File: src/rtl/pipe_handshake_source.sv
// pipe_handshake_source
//   Upstream end of a valid/ready/data pipe. Words pushed on the local port
//   are queued in a DEPTH-word FIFO and presented downstream in order through
//   a registered output, one word per cycle. Completed downstream transfers
//   are counted.
//
// Ports
//   clock          rising-edge clock
//   reset          asynchronous, active-low reset
//   flush          synchronous clear of all stored words (counter kept)
//   in_valid       local push request
//   in_data        local push payload
//   in_ready       push accepted this cycle (level != DEPTH, 0 in reset)
//   out_valid      downstream valid
//   out_data       downstream payload (registered)
//   out_ready      downstream accepts
//   level          words currently held, 0..DEPTH
//   transfer_count completed downstream handshakes, wraps
module pipe_handshake_source #(
  parameter int WIDTH       = 8,
  parameter int DEPTH       = 4,
  parameter int COUNT_WIDTH = 16
) (
  input  logic                     clock,
  input  logic                     reset,
  input  logic                     flush,
  input  logic                     in_valid,
  input  logic [WIDTH-1:0]         in_data,
  output logic                     in_ready,
  output logic                     out_valid,
  output logic [WIDTH-1:0]         out_data,
  input  logic                     out_ready,
  output logic [$clog2(DEPTH):0]   level,
  output logic [COUNT_WIDTH-1:0]   transfer_count
);

  localparam int PW = $clog2(DEPTH);
  localparam int LW = PW + 1;
  localparam logic [LW-1:0] FULL = LW'(DEPTH);

  // Every accepted word is written here, including the one currently shown
  // on out_data; the head always lives at rd_ptr. The output register is a
  // copy of the head so downstream sees a clean flop.
  logic [WIDTH-1:0] mem [DEPTH];

  logic [PW-1:0]    wr_ptr;
  logic [PW-1:0]    rd_ptr;
  logic [PW-1:0]    rd_next;
  logic [LW-1:0]    level_nxt;
  logic             run;
  logic             push;
  logic             pop;

  // run holds in_ready low during reset and until the first edge after release
  assign in_ready  = run && (level != FULL);
  assign out_valid = (level != '0);
  assign push      = in_valid && in_ready;
  assign pop       = out_valid && out_ready;
  assign rd_next   = rd_ptr + PW'(1);

  always_comb begin
    level_nxt = level;
    if (push && !pop) begin
      level_nxt = level + LW'(1);
    end else if (pop && !push) begin
      level_nxt = level - LW'(1);
    end
  end

  // Storage array: data only, never reset
  always_ff @(posedge clock) begin
    if (push && !flush) begin
      mem[wr_ptr] <= in_data;
    end
  end

  // Control, counter and output register
  always_ff @(posedge clock or negedge reset) begin
    if (!reset) begin
      run            <= 1'b0;
      wr_ptr         <= '0;
      rd_ptr         <= '0;
      level          <= '0;
      out_data       <= '0;
      transfer_count <= '0;
    end else begin
      run <= 1'b1;
      if (flush) begin
        // out_data is left alone; out_valid falls with level
        wr_ptr <= '0;
        rd_ptr <= '0;
        level  <= '0;
      end else begin
        level <= level_nxt;
        if (push) begin
          wr_ptr <= wr_ptr + PW'(1);
        end
        if (pop) begin
          rd_ptr         <= rd_next;
          transfer_count <= transfer_count + COUNT_WIDTH'(1);
        end
        // Load the output register only when a new word becomes the head:
        // empty->push takes in_data directly; a pop with more stored words
        // takes the next entry; a pop of the last word with a concurrent
        // push passes in_data straight through.
        if (level == '0 && push) begin
          out_data <= in_data;
        end else if (pop && level > LW'(1)) begin
          out_data <= mem[rd_next];
        end else if (pop && level == LW'(1) && push) begin
          out_data <= in_data;
        end
      end
    end
  end

endmodule

File: config.mk
export PLATFORM = sky130hd
export DESIGN_NAME = pipe_handshake_source
export DESIGN_NICKNAME = d
export VERILOG_FILES = /design/src/rtl/pipe_handshake_source.sv
export SDC_FILE = /design/constraint.sdc
export NUM_CORES = 1
export LEC_CHECK = 0
export BUFFER_PORTS_ARGS = -buffer_cell sky130_fd_sc_hd__buf_4
export CORE_ASPECT_RATIO = 1.75
export CORE_UTILIZATION = 55
export DETAILED_ROUTE_END_ITERATION = 8
export PLACE_DENSITY = 0.77
export SYNTH_ARGS = -nofsm -noshare
export SYNTH_HDL_FRONTEND = slang
export SYNTH_SLANG_ARGS = --single-unit
File: constraint.sdc
create_clock -name clock -period 2.9 [get_ports clock]
set_clock_uncertainty 0.15 [all_clocks]
set_input_delay 0.435 -clock clock [delete_from_list [all_inputs] [get_ports clock]]
set_output_delay 0.435 -clock clock [all_outputs]
set_load 0.03 [all_outputs]
; ---- After elaboration in Yosys (flattened, before gate mapping)
; Memory sizes are Yosys's and may differ from the RTL's.
; Index checks and enable logic that the tools add are counted.
; W data, S select, Z words.
[totals]
ff_bits = 32
ramBits = 32
input_bits = 13
elab_cells = 49
n_memories = 1
[memory_table]
columns = name, depth, width, read_ports, rd_clocked_by_memory_dff, wr, line
row1 = mem, 4, 8, 1, 0, 1, 44  ; logic [WIDTH-1:0] mem [DEPTH];
[classes]
add_sub_neg = 5
n_lt_le_gt_ge = 1
n_eq_ne = 2
mux = 12
bitwise = 1
reduce_logical = 21
[op_table]
columns = cell, count
row1 = $mux W8, 3
row2 = $add A16 B1 Y16 const B, 1
row3 = $logic_and A1 B1 Y1, 10
row4 = $mux W3, 3
row5 = $reduce_bool A3 Y1, 3
row6 = $mux W2, 4
row7 = $add A2 B1 Y2 const B, 2
row8 = $reduce_and A2 Y1, 2
row9 = $reduce_bool A2 Y1, 2
row10 = $add A3 B1 Y3 const B, 1
row11 = $eq A3 B1 Y1 const B, 1
row12 = $gt A3 B1 Y1 const B, 1
row13 = $logic_not A1 Y1, 3
row14 = $logic_not A3 Y1, 1
row15 = $ne A3 B3 Y1 const B, 1
row16 = $sub A3 B1 Y3 const B, 1
row17 = $mux W1, 2
row18 = $not A1 Y1, 1

; ---- Depth between registers and ports, before layout
[depth]
depth_word = 8
mapped_depth = 7
depth_no_buf = 6

; ---- Worst setup path before layout
; No wires, ideal clock.
[synth_timing]
kind = flip-flop to flip-flop
start = register level[1]
end = register level[2]
setup_ns = 0.125
arrival_time_ns = 1.862
required_ns = 2.625
path_slack_ns = 0.763
stages_incl_launch_ff = 7
n_path_buf = 0
period_less_slack_ns = 2.137
path_cell_list = dfrtp_1 > inv_1 > ha_1 > and2_1 > o2111a_1 > a31oi_1 > mux2_2
[synth_between]
elab_chain_len = 6
elab_cells_between_ends = 15
classes_between = 2 x add/sub / 1 x eq/ne / 3 x mux / 9 x reduce/logical
[synth_rtl]
columns = item, line
row1 = start: declaration, 33  ; output logic [$clog2(DEPTH):0] level,
row2 = start signal: assignment, 94  ; level <= level_nxt;
row3 = "parallel branches: the longest is 6 deep, another holds $sub A3 B1 Y3", --
; Several ways; the timed one is not identified. The select of a mux whose other input is x is not followed.
; A chain may end at the register's enable or synchronous reset.

; ---- Final worst setup path
[layout_timing]
start = register level[1]
end = output in_ready
[layout_between]
elab_chain_len = 2
[layout_rtl]
columns = item, line
row1 = $ne A3 B3 Y1, 55  ; assign in_ready = run && (level != FULL);
row2 = $logic_and A1 B1 Y1, 55
row3 = end: declaration, 29  ; output logic in_ready,
; No other way between the ends.

==> summary.md <==
| Metric | Value |
|---|---|
| Outcome | finished clean |
| Die Span Y | between 100 and 150 um |
| LEAKAGE | approximately 1.5 nW |
| Share of cells above drive strength 1 | 0.287 |
| Starting density of the core | 0.574 |
| Core area | around 5300 um^2 |
| First-pass GRT wire length | ~8900 um |
| Mapped cell area | between 3000 and 4000 um^2 |
| Measured slew at the worst slew-check pin | ~0.56 ns |
| Row count | 35 |
| Crit-path cells | inv_1, ha_1, nand2_1, and2_1, buf_4 |
| Vias in the first global route | ~1800 |
| Clock buffer depth | 2 |
| Die X | 58.2 um |
| N_diodes | 0 |
| Seq/Total Area, Yosys | 0.579 |
| Endpoints failing setup | 0 |
| PnR worst setup slack | between 0.6 and 0.7 ns |
| Cell count after synthesis | ~220 |
| First drt pass iteration count | 6 |
| Place WS | around 0.73 ns |
| Minimum clock period | between 2 and 2.5 ns |
| Port buffer count | 41 |
| Fin nets | around 290 |
| Worst-Skew Late Latency | approximately 0.34 ns |
| Vias post-DR | roughly 1900 |
| TritonCTS buffer count | 9 |
| Mapped Avg Cell Area | about 14 um^2 |
| IO Pins | 42 |
| Final GP Congestion | between 0.8 and 0.9 |
| Period utilization | 0.769 |
| Wl on met1 | 2210 um |
| Die area | approximately 6000 um^2 |
| Placed cell areas | ~3400 um^2 |
| Vias per cell | 5.48 |
| Reg2reg setup slack | around 0.73 ns |
| Final wirelength | ~5500 um |
| Largest net degree at the start of global routing | 35 |
| Max-cap violations | 0 |
| Met3 WL | 168 um |
| Max Used Layer | met4 |
| Initial antenna violation count | 0 |
| Synth cell types | between 40 and 50 |
| Post-CTS resize count | 0 |
| Setup_tns | 0 ns |
| Fill count | 407 |
| Startpoint types | flip-flop |
| Metal2 WL | 3000 um |
| Kind of end point of the critical path | output pin |
| Net Count, Synth | ~250 |
| Data required, critical path | 2.32 ns |
| Final HPWL DP | 4140 um |
| Grt ovf | 0 |
| Crit-path max FO | 6 |
| Final-report hold violation count | 0 |
| Syn. warnings | 0 |
| Worst min path class | input port to flip-flop |
| H-tree depth | 3 |
| DR iter-0 viols | between 60 and 70 |
| CTS sink cnt | 64 |
| Post-CTS Setup Inserts | 0 |
| RSZ-0062 raised after global routing | false |
| Area growth syn-to-layout | 17.4% |
| CTS tree | built |
| Mean routed wirelength per cell | about 16 um |
| CP arrival | ~1.7 ns |
| Fmax | between 400 and 500 MHz |
| Max Slew Vio Count | 0 |
| Clock transition at the registers of the reported paths | around 0.07 ns |
| CTS Root Cell | clkbuf_8 |
| Max stage delay on crit path | 0.43 ns |
| Pwr Density | around 840 nW/um^2 |
| DRC | 0 |
| Final instance area | around 3600 um^2 |
| ANT nets after route | 0 |
| Gr usage total | 0.214 |
| Register bit count reported by yosys | 64 |
| Crit Path Category | flip-flop to output pin |
| CP max-delay cell | dfrtp_1 |
| Max transition margin | 0.627 |
| Worst VDD drop | around 0.42 mV |
-- synthesized netlist by cell type, drive strengths merged --
master | count | share of area
xor2 | 11 | 0.032
dfrtp | 32 | 0.26
a211oi | 8 | 0.020
and4 | 1 | 0.0029
nor3 | 7 | 0.013
nor2b | 2 | 0.0041
nor4b | 8 | 0.023
a21oi | 4 | 0.0078
mux4 | 8 | 0.059
and2b | 1 | 0.0025
xnor3 | 1 | 0.0086
and2 | 7 | 0.015
conb | 1 | 0.0012
nand2 | 10 | 0.015
or2 | 1 | 0.0021
nand3 | 6 | 0.013
a221oi | 1 | 0.0049
nor2 | 18 | 0.025
o2111a | 1 | 0.0037
ha | 9 | 0.037
mux2 | 2 | 0.0074
maj3 | 1 | 0.0037
a31oi | 1 | 0.0021
clkbuf | 6 | 0.0090
or3 | 1 | 0.0021
xnor2 | 7 | 0.020
and3 | 2 | 0.0041
buf | 4 | 0.014
o21ai | 1 | 0.0016
nand2b | 10 | 0.023
nor4 | 2 | 0.0062
nand4 | 2 | 0.0091
o31ai | 8 | 0.020
edfxtp | 32 | 0.32
inv | 8 | 0.0099
-- flip-flops by register name (all words and copies together) (netlist names) --
register and count:
wr_ptr 2, mem 32, run 1, transfer_count 16, level 3, rd_ptr 2, out_data 8
-- logic make-up (layout without fill, tap and decap cells) --
logic type      count (synthesis)  in the layout  synth area share
simple gates                   78             78             0.160
flops                          64             64             0.579
compound gates                 24             24            0.0596
xor+xnor                       19             19            0.0605
buf+inv                        18             66            0.0325
fa+ha+maj                      10             10            0.0407
mux                            10             10            0.0666
other cells                     1              1           0.00123
-- power by group --
group / internal (mW) / switching [mW] / leakage, nW
Clock: 0.396 / 0.321 / 0.0872
Sequential: 1.07 / 0.158 / 0.699
Combinational: 0.457 / 0.605 / 0.674
Total: 1.92 / 1.08 / 1.46
-- layout make-up --
cell class | count | area [um^2] | share of cell area
clock inverters | 5 | 57.6 | 0.0161
well taps | 74 | 92.6 | 0.0259
clock buffers | 11 | 131 | 0.0368
flip-flops and latches | 64 | 1760 | 0.493
multi-input cells | 142 | 1180 | 0.331
repair buffers | 42 | 318 | 0.0890
inverters | 8 | 30.0 | 0.00841
-- critical path: cells and delay by family (launching register included) --
kind / cells / cell delay [ns]
fa+ha+maj: 1 / 0.30
flops: 1 / 0.43
buf+inv: 2 / 0.31
simple gates: 2 / 0.27
-- what timing repair did --
item | in CTS | in global routing
endpoints found under the hold margin | 32 | 0
setup endpoints to repair | 0 | 0
hold buffers | 1 | 0
-- worst paths after layout --
check                           cells past startpoint                              to                           start
worst max register to register                      6             mem[3][2]$_DFFE_PP_            level[1]$_DFFE_PN0P_
min in group asynchronous                           2                   run$_DFF_PN0_                           reset
worst max-delay path                                5                        in_ready            level[1]$_DFFE_PN0P_
worst min-delay path                                1             mem[0][6]$_DFFE_PP_                      in_data[6]
max in group asynchronous                           2         out_data[3]$_DFFE_PN0P_                           reset
worst min register to register                      1  transfer_count[15]$_DFFE_PN0P_  transfer_count[15]$_DFFE_PN0P_
-- metrics by stage --
step	power (mW)	std cells	util	hold WS, ns
6_report	3.01	346	0.674	0.173
5_1_grt	3.17	346	0.674	0.159
4_1_cts	3.04	346	0.674	0.151
3_5_place_dp	2.32	329	0.637	0.245
3_3_place_gp	2.30	329	0.637	0.240
2_1_floorplan	2.05	224	-	-0.0106
-- layer usage --
layer	global-route usage	up-vias
met2	0.376	55
met3	0.0477	9
met5	0	-
met4	0.119	0
met1	0.233	931
li1	-	900
-- placed cells by master, fill, tap and decap left out, types with 3 or more instances in the layout --
cell      netlist  routed
a211oi_1        8       8
clkbuf_8        0       9
inv_1           8       8
and2_1          6       6
xnor2_1         7       7
nand2_1         9       9
ha_1            9       9
xor2_1         11      11
nand3_1         4       4
o31ai_1         8       8
buf_4           0      41
nor2_1         17      17
edfxtp_1       32      32
a21oi_1         3       3
dfrtp_1        32      32
nand2b_1        9       9
mux4_2          8       8
nor4b_1         8       8
nor3_1          6       6
(Power assumes the default switching activity.)
